--- config.mk ---
export PLATFORM = sky130hd
export DESIGN_NAME = dog_line_pingpong
export DESIGN_NICKNAME = d
export VERILOG_FILES = /design/src/rtl/dog_pkg.sv /design/src/rtl/dog_bank_ram.sv /design/src/rtl/dog_line_pingpong.sv
export SDC_FILE = /design/constraint.sdc
export NUM_CORES = 2
export LEC_CHECK = 0
export CAP_MARGIN = 20
export CORE_MARGIN = 2
export CORE_UTILIZATION = 35
export CTS_CLUSTER_SIZE = 40
export DETAILED_ROUTE_END_ITERATION = 12
export GPL_ROUTABILITY_DRIVEN = 0
export PLACE_DENSITY = 0.56
export SLEW_MARGIN = 20
export SYNTH_ARGS = -nofsm -noshare
export SYNTH_HDL_FRONTEND = slang
export SYNTH_SLANG_ARGS = --single-unit
--- constraint.sdc ---
create_clock -name clk -period 8.01 [get_ports clk]
set_input_delay 1.602 -clock clk [delete_from_list [all_inputs] [get_ports clk]]
set_output_delay 1.602 -clock clk [all_outputs]
set_load 0.005 [all_outputs]
--- src/rtl/dog_pkg.sv ---
// Shared constants and read-FSM state type for the DoG ping-pong line buffer.
package dog_pkg;

    localparam int unsigned DOG_LINE_W = 256;
    localparam int unsigned DOG_AW     = 8;
    localparam int unsigned DOG_KERNEL = 5;
    localparam int unsigned DOG_PAD    = (DOG_KERNEL - 1) / 2;

    typedef enum logic [1:0] {
        IDLE,
        READ,
        DONE
    } rd_state_e;

endpackage

--- src/rtl/dog_bank_ram.sv ---
// One line bank: 1R1W RAM with a registered read port that returns 0 when not read.
module dog_bank_ram #(
    parameter int unsigned DEPTH = 256,
    parameter int unsigned AW    = 8,
    parameter int unsigned DW    = 8
) (
    input  logic          clk,
    input  logic          rst_n,
    input  logic          we_i,
    input  logic [AW-1:0] waddr_i,
    input  logic [DW-1:0] wdata_i,
    input  logic          re_i,
    input  logic [AW-1:0] raddr_i,
    output logic [DW-1:0] rdata_o
);

    logic [DW-1:0] mem_q [DEPTH];

    always_ff @(posedge clk) begin
        if (we_i) begin
            mem_q[waddr_i] <= wdata_i;
        end
    end

    // Zero on idle cycles so the bank output doubles as the gated data port.
    always_ff @(posedge clk or negedge rst_n) begin
        if (!rst_n) begin
            rdata_o <= '0;
        end else begin
            rdata_o <= re_i ? mem_q[raddr_i] : '0;
        end
    end

endmodule

--- src/rtl/dog_line_pingpong.sv ---
// Ping-pong line buffer: fills one bank while replaying the other, edge-padded,
// on bank-tagged valid/data pairs. Padding is enabled with `define DOG_PP_PAD_EN.
module dog_line_pingpong
    import dog_pkg::*;
#(
    parameter int unsigned LINE_W = DOG_LINE_W,
    parameter int unsigned AW     = DOG_AW,
    parameter int unsigned PAD    = DOG_PAD
) (
    input  logic       clk,
    input  logic       rst_n,
    input  logic       start,
    input  logic       wr_valid,
    input  logic [7:0] wr_data,
    output logic       wr_ready,
    output logic       ram0_valid_out,
    output logic [7:0] ram0_data_out,
    output logic       ram1_valid_out,
    output logic [7:0] ram1_data_out,
    output logic       line_done
);

    localparam int unsigned PW = 8;
    localparam int unsigned CW = AW + 2;
`ifdef DOG_PP_PAD_EN
    localparam int unsigned N  = LINE_W + 2 * PAD;
`else
    localparam int unsigned N  = LINE_W;
`endif

    if (LINE_W != (32'd1 << AW)) begin : g_chk_line_w
        $error("dog_line_pingpong: LINE_W must equal 2**AW");
    end
    if (2 * PAD >= LINE_W) begin : g_chk_pad
        $error("dog_line_pingpong: PAD too large for LINE_W");
    end

    rd_state_e     state_q, state_d;
    logic [CW-1:0] rd_cnt_q, rd_cnt_d;
    logic [1:0]    full_q, full_d;
    logic          wsel_q, wsel_d;
    logic          rsel_q, rsel_d;
    logic [AW-1:0] wr_addr_q, wr_addr_d;
    logic          wr_ready_q;
    logic [1:0]    valid_q, valid_d;
    logic          line_done_q;

    logic          wr_accept_c;
    logic          rd_issue_c;
    logic          done_c;
    logic [AW-1:0] rd_addr_c;

    // Read FSM state register.
    always_ff @(posedge clk or negedge rst_n) begin
        if (!rst_n) begin
            state_q  <= IDLE;
            rd_cnt_q <= '0;
        end else begin
            state_q  <= state_d;
            rd_cnt_q <= rd_cnt_d;
        end
    end

    // Read FSM next state; start aborts any replay in progress.
    always_comb begin
        state_d  = state_q;
        rd_cnt_d = rd_cnt_q;
        case (state_q)
            IDLE: begin
                rd_cnt_d = '0;
                if (full_q[rsel_q]) state_d = READ;
            end
            READ: begin
                if (rd_cnt_q == CW'(N - 1)) state_d = DONE;
                else rd_cnt_d = rd_cnt_q + 1'b1;
            end
            DONE:    state_d = IDLE;
            default: state_d = IDLE;
        endcase
        if (start) begin
            state_d  = IDLE;
            rd_cnt_d = '0;
        end
    end

`ifdef DOG_PP_PAD_EN
    logic signed [CW-1:0] rd_idx_c;
    assign rd_idx_c = $signed(rd_cnt_q) - $signed(CW'(PAD));
`endif

    // Read FSM outputs: issue strobe, clamped replay address, end-of-line clear.
    always_comb begin
        rd_issue_c = (state_q == READ) && !start;
        done_c     = (state_q == DONE) && !start;
`ifdef DOG_PP_PAD_EN
        if (rd_idx_c[CW-1]) begin
            rd_addr_c = '0;
        end else if (rd_idx_c > $signed(CW'(LINE_W - 1))) begin
            rd_addr_c = AW'(LINE_W - 1);
        end else begin
            rd_addr_c = rd_idx_c[AW-1:0];
        end
`else
        rd_addr_c = rd_cnt_q[AW-1:0];
`endif
    end

    // Bank flags and write pointer; a write completion and a DONE clear can coincide.
    always_comb begin
        full_d      = full_q;
        wsel_d      = wsel_q;
        rsel_d      = rsel_q;
        wr_addr_d   = wr_addr_q;
        wr_accept_c = wr_valid && wr_ready_q && !start;
        if (wr_accept_c) begin
            if (wr_addr_q == AW'(LINE_W - 1)) begin
                full_d[wsel_q] = 1'b1;
                wsel_d         = ~wsel_q;
                wr_addr_d      = '0;
            end else begin
                wr_addr_d = wr_addr_q + 1'b1;
            end
        end
        if (done_c) begin
            full_d[rsel_q] = 1'b0;
            rsel_d         = ~rsel_q;
        end
        if (start) begin
            full_d    = '0;
            wsel_d    = 1'b0;
            rsel_d    = 1'b0;
            wr_addr_d = '0;
        end
    end

    always_comb begin
        valid_d[0] = rd_issue_c && !rsel_q;
        valid_d[1] = rd_issue_c && rsel_q;
    end

    always_ff @(posedge clk or negedge rst_n) begin
        if (!rst_n) begin
            full_q      <= '0;
            wsel_q      <= 1'b0;
            rsel_q      <= 1'b0;
            wr_addr_q   <= '0;
            wr_ready_q  <= 1'b1;
            valid_q     <= '0;
            line_done_q <= 1'b0;
        end else begin
            full_q      <= full_d;
            wsel_q      <= wsel_d;
            rsel_q      <= rsel_d;
            wr_addr_q   <= wr_addr_d;
            wr_ready_q  <= !full_d[wsel_d];
            valid_q     <= valid_d;
            line_done_q <= done_c;
        end
    end

    dog_bank_ram #(.DEPTH(LINE_W), .AW(AW), .DW(PW)) u_bank0 (
        .clk     (clk),
        .rst_n   (rst_n),
        .we_i    (wr_accept_c && !wsel_q),
        .waddr_i (wr_addr_q),
        .wdata_i (wr_data),
        .re_i    (valid_d[0]),
        .raddr_i (rd_addr_c),
        .rdata_o (ram0_data_out)
    );

    dog_bank_ram #(.DEPTH(LINE_W), .AW(AW), .DW(PW)) u_bank1 (
        .clk     (clk),
        .rst_n   (rst_n),
        .we_i    (wr_accept_c && wsel_q),
        .waddr_i (wr_addr_q),
        .wdata_i (wr_data),
        .re_i    (valid_d[1]),
        .raddr_i (rd_addr_c),
        .rdata_o (ram1_data_out)
    );

    assign wr_ready       = wr_ready_q;
    assign ram0_valid_out = valid_q[0];
    assign ram1_valid_out = valid_q[1];
    assign line_done      = line_done_q;

endmodule

Word level (Yosys, flattened, before mapping)
Memories as Yosys holds them, arrays and structs flattened.
Index checks and enable logic that the tools add are counted.
{"block": "classes", "add_sub_neg": 2, "n_lt_le_gt_ge": 5, "eq_ne": 7, "mux": 33, "n_bitwise": 5, "reduce_logical": 20}
{"op": "$mux W8", "count": 5}
{"op": "$mux W10", "count": 2}
{"op": "$pmux W10 S2", "count": 1}
{"op": "$mux W1", "count": 15}
{"op": "$mux W2", "count": 7}
{"op": "$add A10 B1 Y10 const B", "count": 1}
{"op": "$eq A10 B8 Y1 const B", "count": 1}
{"op": "$logic_and A1 B1 Y1", "count": 10}
{"op": "$ne A3 B3 Y1 const B", "count": 3}
{"op": "$add A8 B1 Y8 const B", "count": 1}
{"op": "$eq A8 B8 Y1 const B", "count": 1}
{"op": "$lt A1 B2 Y1 const B", "count": 3}
{"op": "$logic_not A1 Y1", "count": 4}
{"op": "$pmux W2 S2", "count": 1}
{"op": "$reduce_and A2 Y1", "count": 2}
{"op": "$reduce_bool A2 Y1", "count": 2}
{"op": "$reduce_bool A3 Y1", "count": 1}
{"op": "$and A2 B2 Y2", "count": 1}
{"op": "$demux W1 S1", "count": 2}
{"op": "$eq A2 B1 Y1 const B", "count": 1}
{"op": "$eq A2 B2 Y1 const B", "count": 1}
{"op": "$ge A1 B1 Y1 const B", "count": 2}
{"op": "$logic_not A2 Y1", "count": 1}
{"op": "$not A1 Y1", "count": 2}
{"op": "other kinds (2)", "count": 2}
{"block": "totals", "regBits": 44, "mem_bits_rw": 4096, "out_inout_bits": 20, "word_cells": 85, "mem_count": 2}
{"name": "u_bank0.mem_q", "depth": 256, "width": 8, "rd": 1, "rd_ports_with_merged_regs": 0, "write_ports": 1, "line": "dog_bank_ram.sv:17", "text": "logic [DW-1:0] mem_q [DEPTH];"}
{"name": "u_bank1.mem_q", "depth": 256, "width": 8, "rd": 1, "rd_ports_with_merged_regs": 0, "write_ports": 1, "line": "dog_bank_ram.sv:17"}

Longest topological paths before layout
{"block": "depth", "ltp_word": 13, "depth_mapped": 14}

By module
A second synthesis with hierarchy kept.
{"block": "unflattened", "cells_unflattened": 8218, "hier_area_um2": 163279.1}
{"mod": "dog_bank_ram", "n_inst": 2, "cells_each": 4034, "area_per_inst_um2": 80903.8, "seq_area_each_um2": 61699.2}
{"mod": "dog_line_pingpong", "n_inst": 1, "cells_each": 150, "area_per_inst_um2": 1471.4, "seq_area_each_um2": 701.9}

Worst setup path before layout
Ideal clock, no wire load.
{"block": "synth_path", "path_type": "input port to flip-flop", "from": "input start", "to": "memory u_bank0.mem_q[177][0] (enable)", "arrival_ns": 3.435, "t_required_ns": 7.640, "slack_ns": 4.205, "stages": 6, "path_cell_list": "clkbuf_1 nor3_1 clkbuf_1 nand3_1 clkbuf_1 nor2_1"}
{"block": "synth_between", "elab_chain_len": 5}
{"element": "start, declared", "line": "dog_line_pingpong.sv:12", "text": "input logic start,"}
{"element": "$logic_not A1 Y1", "line": "dog_line_pingpong.sv:114", "text": "wr_accept_c = wr_valid && wr_ready_q && !start;"}
{"element": "$logic_and A1 B1 Y1", "line": "dog_line_pingpong.sv:114"}
{"element": "$logic_and A1 B1 Y1", "line": "dog_line_pingpong.sv:164", "text": ".we_i (wr_accept_c && !wsel_q),"}
{"element": "$mux W1", "line": "dog_bank_ram.sv:20", "text": "if (we_i) begin"}
{"element": "$mux W1 (implied by the code)", "line": "dog_bank_ram.sv:21", "text": "mem_q[waddr_i] <= wdata_i;"}
{"element": "end, declared", "line": "dog_bank_ram.sv:17"}
No other way between the ends.

Worst setup path after layout
{"block": "layout_path", "from": "input start", "to": "memory u_bank1.mem_q[133][7] (enable)"}
{"block": "layout_between", "elab_chain_len": 5}
{"element": "$logic_not A1 Y1", "line": "dog_line_pingpong.sv:114"}
{"element": "$logic_and A1 B1 Y1", "line": "dog_line_pingpong.sv:114"}
{"element": "$logic_and A1 B1 Y1", "line": "dog_line_pingpong.sv:175", "text": ".we_i (wr_accept_c && wsel_q),"}
{"element": "$mux W1", "line": "dog_bank_ram.sv:20"}
{"element": "$mux W1 (implied by the code)", "line": "dog_bank_ram.sv:21"}
{"element": "end, declared", "line": "dog_bank_ram.sv:17"}
No other way between the ends.

==> results.md <==
- DIE AREA: 463800 µm²
- Reg2Reg Setup Slack: between 2 and 3 ns
- Synthesized cell area: 160400 µm²
- Static Leak: 53.88 nW
- Fin Setup TNS: 0 ns
- Slew Limit Fails: 0
- Share of cells above drive strength 1: 25.09%
- WHS: 0.5655 ns
- Max IR drop VDD: between 0.15 and 0.2 mV
- CTS resizes: 0
- Min cycle time layout: about 5.1 ns
- Post-DRT Antenna Nets: 0
- TritonCTS clock tree: yes
- Clock Skew: 0.06197 ns
- Status: finished clean
- CP Launch Type: input pin
- Pin count of the biggest net entering global routing: 148
- Synth-to-layout area growth: 13.50%
- Post-Synth XOR/XNOR Area: less than 1%
- Nets: 7486
- Post-synthesis sequential area ratio: around 77%
- Simple-Gate Fraction of Synth Area: between 2 and 2.5%
- Die X-Extent: 681 µm
- Root buf cell: clkbuf_16
- Synth Area in Compound Gates: 2.100%
- Io pins: 32
- Initial Utilization: 35.14%
- CP max FO: 16
- Core box area: around 460000 µm²
- Vias in the first global route: 78901
- Slew @ Worst Pin: ~1.1 ns
- Gr ovfl total: 0
- Final setup margin: 2.897 ns
- Initial antenna violation count: 31
- Post CTS Setup Buffer Count: 0
- GRT Util Overall: about a fifth
- Ys flop type: edfxtp_1
- Final wirelength: 473000 µm
- Cells after Synth: ~7300
- Crit path required time: 8.58 ns
- Final Hold Fails: 0
- H-Tree Depth: 5
- # setup viols final: 0
- Max-cap violations: 0
- Relative slew slack: between 20 and 25%
- RSZ-0062 raised after global routing: false
- Commonest non-fill, non-tap cells in the layout: edfxtp_1, mux4_2, nor2_1
- DR pass1 iterations: 8
- First-pass GRT wire length: 656500 µm
- Routed vias: 79739
- Mux cell area share after synthesis: 16.48%
- Fraction of registers with async set/reset: 1.063%
- # rows: 248
- # DRC: 0
- Dpl ws: 1.728 ns
- Critical path data arrival time: 5.69 ns
- Post-synth EDFFs: 4096
- Yosys warns: 0
- Number of hold buffers added after cts: 0
- Routed vias/inst: 5.716
- Clk sinks: 4140
- Die Y: 681 µm
- Clock slew at reported path FFs: ~0.06 ns
- Area share of fa/ha/maj cells after synthesis: 0.03900%
- Maximum clock frequency: 195.6 MHz
- WS Path Type: input pin to flip-flop
- Fin crit share: 63.84%
- DR iter-0 viols: approximately 12000
- Most common cell after layout, fill and taps aside: edfxtp_1
- CP endpoint kind: flip-flop
- Syn Area/Cell: 21.96 µm²
- Distinct cells, synth: 72
- TritonCTS Buffers: 404
- IO Port Bufs: 31
- Wire per inst: 33.91 µm
- Largest family of logic cells by synthesized area: multiplexers
- Post-synthesis register bit count: between 4000 and 5000
- Syn Nets: about 7300
- Worst skew pair latency: between 0.9 and 1 ns
- PD cells: 243.4 nW/µm²
- CTS Buffer Depth: 4
- Worst min path class: flip-flop to flip-flop
- Overall power: between 40 and 50 mW
- HPWL after DPL: 275000 µm
-- power by group --
group | internal, mW | switching [mW]
clock network | 11.6 | 8.38
registers | 23.8 | 0.00238
logic | 0.0477 | 0.523
total | 35.4 | 8.90
-- registers in the layout (all words and copies together), names as in the netlist --
register / cells
line_done: 1
valid_q: 2
state_q: 2
u_bank1.mem_q: 2048
rsel_q: 1
rd_cnt_q: 10
wsel_q: 1
wr_addr_q: 8
wr_ready: 1
full_q: 2
u_bank1.rdata_o: 8
u_bank0.rdata_o: 8
u_bank0.mem_q: 2048
-- cell usage after synthesis, types with 8 or more instances --
cell type     n  share of area [%]
a211oi_1     14              0.066
a21oi_1      94               0.29
a221o_1       8              0.050
a221oi_1     36               0.20
a22o_1       15              0.082
a22oi_1      99               0.46
a31oi_1       8              0.031
and2_1       10              0.039
buf_1        18              0.042
buf_2       108               0.34
buf_4        60               0.28
buf_6        45               0.32
clkbuf_1    201               0.47
dfrtp_1      43               0.67
edfxtp_1   4096                 77
inv_1        10              0.023
mux2_2       11              0.077
mux2i_1     205                1.3
mux4_2     1074                 15
nand2_1     144               0.34
nand3_1      58               0.18
nand4_1      13              0.051
nor2_1      606                1.4
nor2b_1      22              0.086
nor3_1       18              0.056
nor4_1       11              0.043
o211ai_1     12              0.056
o21ai_0      72               0.22
o221ai_1     38               0.21
o22ai_1      28               0.11
xnor2_1       9              0.049
-- logic make-up (layout without fill, tap and decap cells) --
group	count (synthesis)	count (layout)
other	0	9
flip-flops	4140	4140
AND/OR/NAND/NOR	916	916
XOR/XNOR	13	13
adder cells (fa/ha/maj)	5	5
multiplexers	1293	1293
buffers and inverters	454	965
AO/OA/AOI/OAI	484	484
-- critical path, stage by stage --
cell	delay, ns
clkdlybuf4s50_1	0.69
buf_4	0.33
nor2_1	0.22
and2_2	0.86
nand3_1	1.05
nor2_1	0.89
-- final timing paths --
check / depth (start not counted) / to / from
max: 6 / u_bank1.mem_q[133][7] / start
min: 1 / wr_addr_q[3] / wr_addr_q[3]
max reg2reg: 9 / u_bank1.rdata_o[1] / rd_cnt_q[0]
min reg2reg: 1 / wr_addr_q[3] / wr_addr_q[3]
max in group asynchronous: 1 / rd_cnt_q[6] / rst_n
min in group asynchronous: 1 / u_bank1.rdata_o[2] / rst_n
-- per-stage QoR --
| step | cells | utilization, % | area (µm²) |
|---|---|---|---|
| final | 13950 | 39.89 | 182100 |
| after global routing | 13942 | 39.88 | 182000 |
| after global placement | 13180 | 36.82 | 168100 |
| after CTS | 13940 | 39.88 | 182000 |
| after floorplan | 7305 | - | 160400 |
| after detailed placement | 13187 | 36.84 | 168200 |
-- layer usage --
metal	wire length (µm)	global-route usage, %	vias to the layer above
met5	89	0	-
met4	16460	6.732	12
met3	46470	4.168	751
met2	218800	30.89	4966
met1	191200	28.32	42923
li1	-	-	31087
-- final cells by class --
cell class | instances | area, µm²
fillers | 39590 | 274400
clock inverters | 278 | 3358
flip-flops and latches | 4140 | 124100
diodes | 9 | 22.52
clock buffers | 475 | 10500
well taps | 6125 | 7664
multi-input cells | 2711 | 34130
repair buffers | 200 | 2205
inverters | 12 | 55.05
(Power assumes the default switching activity.)
